File: config.mk
export PLATFORM = sky130hd
export DESIGN_NAME = pwm_regbank_flat
export DESIGN_NICKNAME = d
export VERILOG_FILES = /design/src/rtl/pwm_regbank_if.sv /design/src/rtl/pwm_regbank.sv /design/src/flat_wrapper.sv
export SDC_FILE = /design/constraint.sdc
export NUM_CORES = 1
export LEC_CHECK = 0
export ABC_AREA = 1
export BUFFER_PORTS_ARGS = -buffer_cell sky130_fd_sc_hd__buf_2
export CELL_PAD_IN_SITES_DETAIL_PLACEMENT = 1
export CELL_PAD_IN_SITES_GLOBAL_PLACEMENT = 1
export CORE_MARGIN = 3
export CORE_UTILIZATION = 47
export CTS_CLUSTER_DIAMETER = 80
export DETAILED_ROUTE_END_ITERATION = 16
export GPL_TIMING_DRIVEN = 0
export MAX_ROUTING_LAYER = met4
export PLACE_DENSITY_LB_ADDON = 0.1
export SLEW_MARGIN = 20
export SYNTH_ARGS = -nofsm -noshare
export SYNTH_HDL_FRONTEND = slang
export SYNTH_SLANG_ARGS = --single-unit
File: constraint.sdc
create_clock -name clk_i -period 6.28 [get_ports clk_i]
set_input_delay 1.256 -clock clk_i [delete_from_list [all_inputs] [get_ports clk_i]]
set_output_delay 1.256 -clock clk_i [all_outputs]
set_load 0.02 [all_outputs]
File: src/rtl/pwm_regbank_if.sv
// SPI-side byte bus seen by the PWM register bank: address, write data, write strobe, readback.
// b_write_i is a level strobe from another clock domain with no ready; address and data are held stable while it is high.
interface pwm_regbank_if #(
  parameter int AW = 8,
  parameter int DW = 8
);
  logic [AW-1:0] b_addr_i;
  logic [DW-1:0] b_data_i;
  logic          b_write_i;
  logic [DW-1:0] b_data_o;

  modport master (
    output b_addr_i,
    output b_data_i,
    output b_write_i,
    input  b_data_o
  );

  modport slave (
    input  b_addr_i,
    input  b_data_i,
    input  b_write_i,
    output b_data_o
  );
endinterface

File: src/rtl/pwm_regbank.sv
// Register bank between the SPI byte bus and the PWM channels: synchronised writes,
// shadow/active duty registers, and a prescaler tick that replaces a divided clock.
module pwm_regbank #(
  parameter int N_CH  = 3,
  parameter int DW    = 8,
  parameter int AW    = 8,
  parameter int DIV_W = 21
) (
  input  logic               clk_i,
  input  logic               nrst_i,
  pwm_regbank_if.slave       bus,
  output logic [N_CH*DW-1:0] duty_o,
  output logic               tick_o,
  output logic               period_end_o
);

  localparam int SW = $clog2(DIV_W);
  localparam logic [SW-1:0] DIV_MAX = SW'(DIV_W - 1);

  logic              sync1, sync2, sync3;
  logic              vld1, vld2, armed;
  logic              wr_pulse, wr_commit, commit;
  logic [SW-1:0]     div_sel;
  logic              auto_q;
  logic [DW-1:0]     shadow [N_CH];
  logic [DW-1:0]     active [N_CH];
  logic [DIV_W-1:0]  cnt;
  logic [DIV_W-1:0]  tick_mask;
  logic [DW-1:0]     pcnt;
  logic [DW-1:0]     rd_data;

  // Edge detection is armed only once the synchroniser has reported the strobe low
  // after reset, so a strobe still high across reset release never writes.
  always_ff @(posedge clk_i or negedge nrst_i) begin
    if (!nrst_i) begin
      sync1 <= 1'b0;
      sync2 <= 1'b0;
      sync3 <= 1'b0;
      vld1  <= 1'b0;
      vld2  <= 1'b0;
      armed <= 1'b0;
    end else begin
      sync1 <= bus.b_write_i;
      sync2 <= sync1;
      sync3 <= sync2;
      vld1  <= 1'b1;
      vld2  <= vld1;
      armed <= armed | (vld2 & ~sync2);
    end
  end

  assign wr_pulse  = sync2 & ~sync3 & armed;
  assign wr_commit = wr_pulse && (bus.b_addr_i == AW'(N_CH + 1)) && bus.b_data_i[0];
  assign commit    = wr_commit | (period_end_o & auto_q);

  assign tick_mask    = {DIV_W{1'b1}} >> (DIV_MAX - div_sel);
  assign tick_o       = (cnt & tick_mask) == tick_mask;
  assign period_end_o = tick_o && (pcnt == {DW{1'b1}});

  always_ff @(posedge clk_i or negedge nrst_i) begin
    if (!nrst_i) begin
      cnt  <= '0;
      pcnt <= '0;
    end else begin
      cnt <= cnt + 1'b1;
      if (tick_o) pcnt <= pcnt + 1'b1;
    end
  end

  always_ff @(posedge clk_i or negedge nrst_i) begin
    if (!nrst_i) begin
      div_sel <= SW'(3);
      auto_q  <= 1'b0;
    end else if (wr_pulse) begin
      if (bus.b_addr_i == '0)
        div_sel <= (bus.b_data_i > DW'(DIV_W - 1)) ? DIV_MAX : bus.b_data_i[SW-1:0];
      if (bus.b_addr_i == AW'(N_CH + 1))
        auto_q <= bus.b_data_i[1];
    end
  end

  // Commit reads the pre-edge shadow, so a shadow write landing on the same edge waits.
  always_ff @(posedge clk_i or negedge nrst_i) begin
    if (!nrst_i) begin
      for (int k = 0; k < N_CH; k++) begin
        shadow[k] <= '0;
        active[k] <= '0;
      end
    end else begin
      for (int k = 0; k < N_CH; k++) begin
        if (wr_pulse && (bus.b_addr_i == AW'(k + 1))) shadow[k] <= bus.b_data_i;
        if (commit) active[k] <= shadow[k];
      end
    end
  end

  for (genvar g = 0; g < N_CH; g++) begin : g_duty
    assign duty_o[g*DW +: DW] = active[g];
  end

  always_comb begin
    rd_data = '0;
    if (bus.b_addr_i == '0) begin
      rd_data = DW'(div_sel);
    end else if (bus.b_addr_i == AW'(N_CH + 1)) begin
      rd_data = DW'({auto_q, 1'b0});
    end else begin
      for (int k = 0; k < N_CH; k++)
        if (bus.b_addr_i == AW'(k + 1)) rd_data = shadow[k];
    end
  end

  assign bus.b_data_o = rd_data;

endmodule

File: src/flat_wrapper.sv
// flat-port wrapper written by rule: the top's interface ports become plain ports
module pwm_regbank_flat 
#(
  parameter int N_CH  = 3,
  parameter int DW    = 8,
  parameter int AW    = 8,
  parameter int DIV_W = 21
)
  (clk_i, nrst_i, duty_o, tick_o, period_end_o, bus_b_addr_i, bus_b_data_i, bus_b_write_i, bus_b_data_o);
  pwm_regbank_if #(.AW(AW), .DW(DW)) bus_i ();
  input  logic clk_i;
  input  logic nrst_i;
  output logic [N_CH*DW-1:0] duty_o;
  output logic tick_o;
  output logic period_end_o;
  input wire logic [$bits(bus_i.b_addr_i)-1:0] bus_b_addr_i;
  input wire logic [$bits(bus_i.b_data_i)-1:0] bus_b_data_i;
  input wire logic [$bits(bus_i.b_write_i)-1:0] bus_b_write_i;
  output wire logic [$bits(bus_i.b_data_o)-1:0] bus_b_data_o;
  assign bus_i.b_addr_i = bus_b_addr_i;
  assign bus_i.b_data_i = bus_b_data_i;
  assign bus_i.b_write_i = bus_b_write_i;
  assign bus_b_data_o = bus_i.b_data_o;
  pwm_regbank #(.N_CH(N_CH), .DW(DW), .AW(AW), .DIV_W(DIV_W)) u_core (.clk_i(clk_i), .nrst_i(nrst_i), .bus(bus_i), .duty_o(duty_o), .tick_o(tick_o), .period_end_o(period_end_o));
endmodule
==> metrics.txt <==
Vias=3,648; 1st-pass router iterations=4; Final Instance Count excl. Fillers=slightly below 700; Min Clock Period, post-route=roughly 4200 ps; vias per cell=approximately 5.4; Cells after Synth=505; max_slew headroom=about a third; total number of H-tree levels=3; kind of critical path=register to output port; dpl cells=around 670; distinct cell type count after synthesis=35; Fin Hold WS=roughly 350 ps; Critical Path Source Type=register; ANT nets after route=0; final setup skew=~12 ps; Pleak=0.00262 uW; Power Total=between 1000 and 1500 uW; first-pass GRT wire length=~19 mm; IO Count=53; Max rail drop VDD=approximately 110 uV; max_cap viols=0; Max Freq=~240 MHz; register area share after synthesis=around half; top cell type's share of synthesized area=50.6%; setup TNS=0 ps; post_cts resized=0; Synth Area per Inst=8.53 um^2; worst hold path type=register to register; DRT iter0 DRCs=between 100 and 150; CTS Hold Bufs=0; Critical Path RT=between 5000 and 6000 ps; Die Wd=between 100 and 150 um; Clock Latency Late Sink=360 ps; Finish-stage setup viols=0; post-synth top area cell=dfrtp_1; outcome=completed; Area contributors post-synth=dfrtp_1 (51%), nand2_1 (13%), nand3_1 (5.8%), inv_1 (5.1%), xor2_1 (4.1%); Worst Max-Slew Pin Slew=1020 ps; final WL=between 10 and 15 mm; pwr/cell area=approximately 220 mW/mm^2; antenna violations before repair=0; fillers=1,099; layout cells sized above 1=roughly 17%; RSZ-0062 raised after global routing=false; vias in the first global route=~4k; Worst-path clk slew=90 ps; Synth Register Bits=between 80 and 90; Area Overhead vs Synth=13.6%; full die area=roughly 0.010 mm^2; CTS tree=yes; Max FO, Critical Path=8; GR Overflow Total=0; layout net count=slightly below 600; Antenna diodes=0; Post-CTS Setup Bufs=0; Final Hold Fails=0; Starting Density=48.9%; largest net degree at the start of global routing=58; core area=between 0.008 and 0.009 mm^2; DP Wirelength=around 8.6 mm; Mapped Area=~0.0043 mm^2; die height=102 um; # DRC=0; Max clock buf depth=2; Clock Sinks=89; input/output buffers=52; WP data arrival=roughly 3000 ps; most frequent cells in the layout=nand2_1 (149), dfrtp_1 (87), inv_1 (58); Global Route Usage Sum=24.3%; Setup WS post-layout=2060 ps; wire per inst=~17 um; number of core rows=34; root buf cell=clkbuf_8; Crit. End Element=output port; synth warn=0; commonest non-fill, non-tap cell in the layout=nand2_1; Synthesized Nets=530; fin crit share=approximately 67%; final RePlAce weighted congestion=0.859; total CTS buffers=9; dpl ws=between 2000 and 2500 ps; fin. max-slew vios=0
-- worst max-delay path, cell delays in order (launching register included) --
cell and delay (ps):
dfstp_2 550, inv_2 60, ha_1 210, inv_1 70, ha_1 280, inv_1 140, nand2_1 90, nand3b_1 170
nand2_1 60, nand2_1 40, nor2_1 100, nand3_1 100, nand2_2 110, nand2_2 140, nor4_1 250, buf_2 230
-- flip-flops by register name, indices dropped and copies added (netlist names) --
name            count
u_core.auto_q       1
u_core.sync2        1
u_core.cnt         21
u_core.sync1        1
u_core.pcnt         8
u_core.armed        1
u_core.vld2         1
u_core.duty_o      24
u_core.shadow      24
u_core.div_sel      5
u_core.sync3        1
u_core.vld1         1
-- final timing paths --
check / startpoint / endpoint / slack (ps) / cells after the start
worst max-delay path: u_core.div_sel[0] / period_end_o / 2060 / 15
worst min-delay path: u_core.vld1 / u_core.vld2 / 350 / 0
worst max register to register: u_core.div_sel[0] / u_core.duty_o[3] / 3590 / 17
worst min register to register: u_core.vld1 / u_core.vld2 / 350 / 0
max in group asynchronous: nrst_i / u_core.div_sel[1] / 4760 / 2
min in group asynchronous: nrst_i / u_core.cnt[13] / 830 / 1
-- layout make-up --
cell class	count	area, um^2	area share [%]
plain buffers	11	73.8	1.51
clock buffers	10	128	2.61
clock inverters	5	33.8	0.691
inverters	62	233	4.76
multi-input cells	343	1770	36.2
flip-flops and latches	89	2230	45.6
well taps	108	135	2.76
repair buffers	53	290	5.93
-- kinds of logic (layout without fill, tap and decap cells) --
kind of cell | count (synthesis) | in the layout | share of synthesized area [%]
AOI/OAI and AO/OA | 53 | 53 | 6.86
xor gates and xnor gates | 24 | 24 | 4.88
adders and majority gates | 6 | 6 | 1.74
buffers and inverters | 73 | 141 | 7.12
DFF | 89 | 89 | 51.8
other | 1 | 1 | 0.0871
and+or+nand+nor | 259 | 259 | 27.5
-- cell usage after synthesis, drive strengths merged --
| library cell | instances |
|---|---|
| nor4 | 4 |
| o21ai | 32 |
| clkbuf | 5 |
| a21oi | 10 |
| xnor2 | 4 |
| xor2 | 20 |
| nand3b | 2 |
| nand3 | 56 |
| dfstp | 2 |
| o211ai | 3 |
| nor3 | 6 |
| nand2 | 156 |
| nor2 | 27 |
| buf | 6 |
| o22ai | 3 |
| o2111ai | 2 |
| a31oi | 1 |
| conb | 1 |
| a22o | 1 |
| ha | 6 |
| inv | 62 |
| a22oi | 1 |
| dfrtp | 87 |
| nand4 | 8 |
-- stage by stage --
step | utilization (%) | cell area [um^2]
global route | 55.6 | 4890
CTS | 55.6 | 4890
finish | 55.6 | 4890
detailed placement | 53.7 | 4730
global placement | 53.4 | 4700
floorplan | - | 4310
-- where the power goes --
part | switching (uW) | internal [uW]
clock network | 207 | 141
registers | 30.2 | 604
logic | 73.8 | 42.2
-- metal layers --
metal  vias to the layer above  global-route usage (%)  wire length [um]
met5                         -                       -                 0
met4                         0                    9.10               220
met3                        20                    4.27               245
met2                        55                    42.2              5960
met1                      1830                    28.0              4850
li1                       1743                       -                 -
Power figures use the tool's default switching activity.
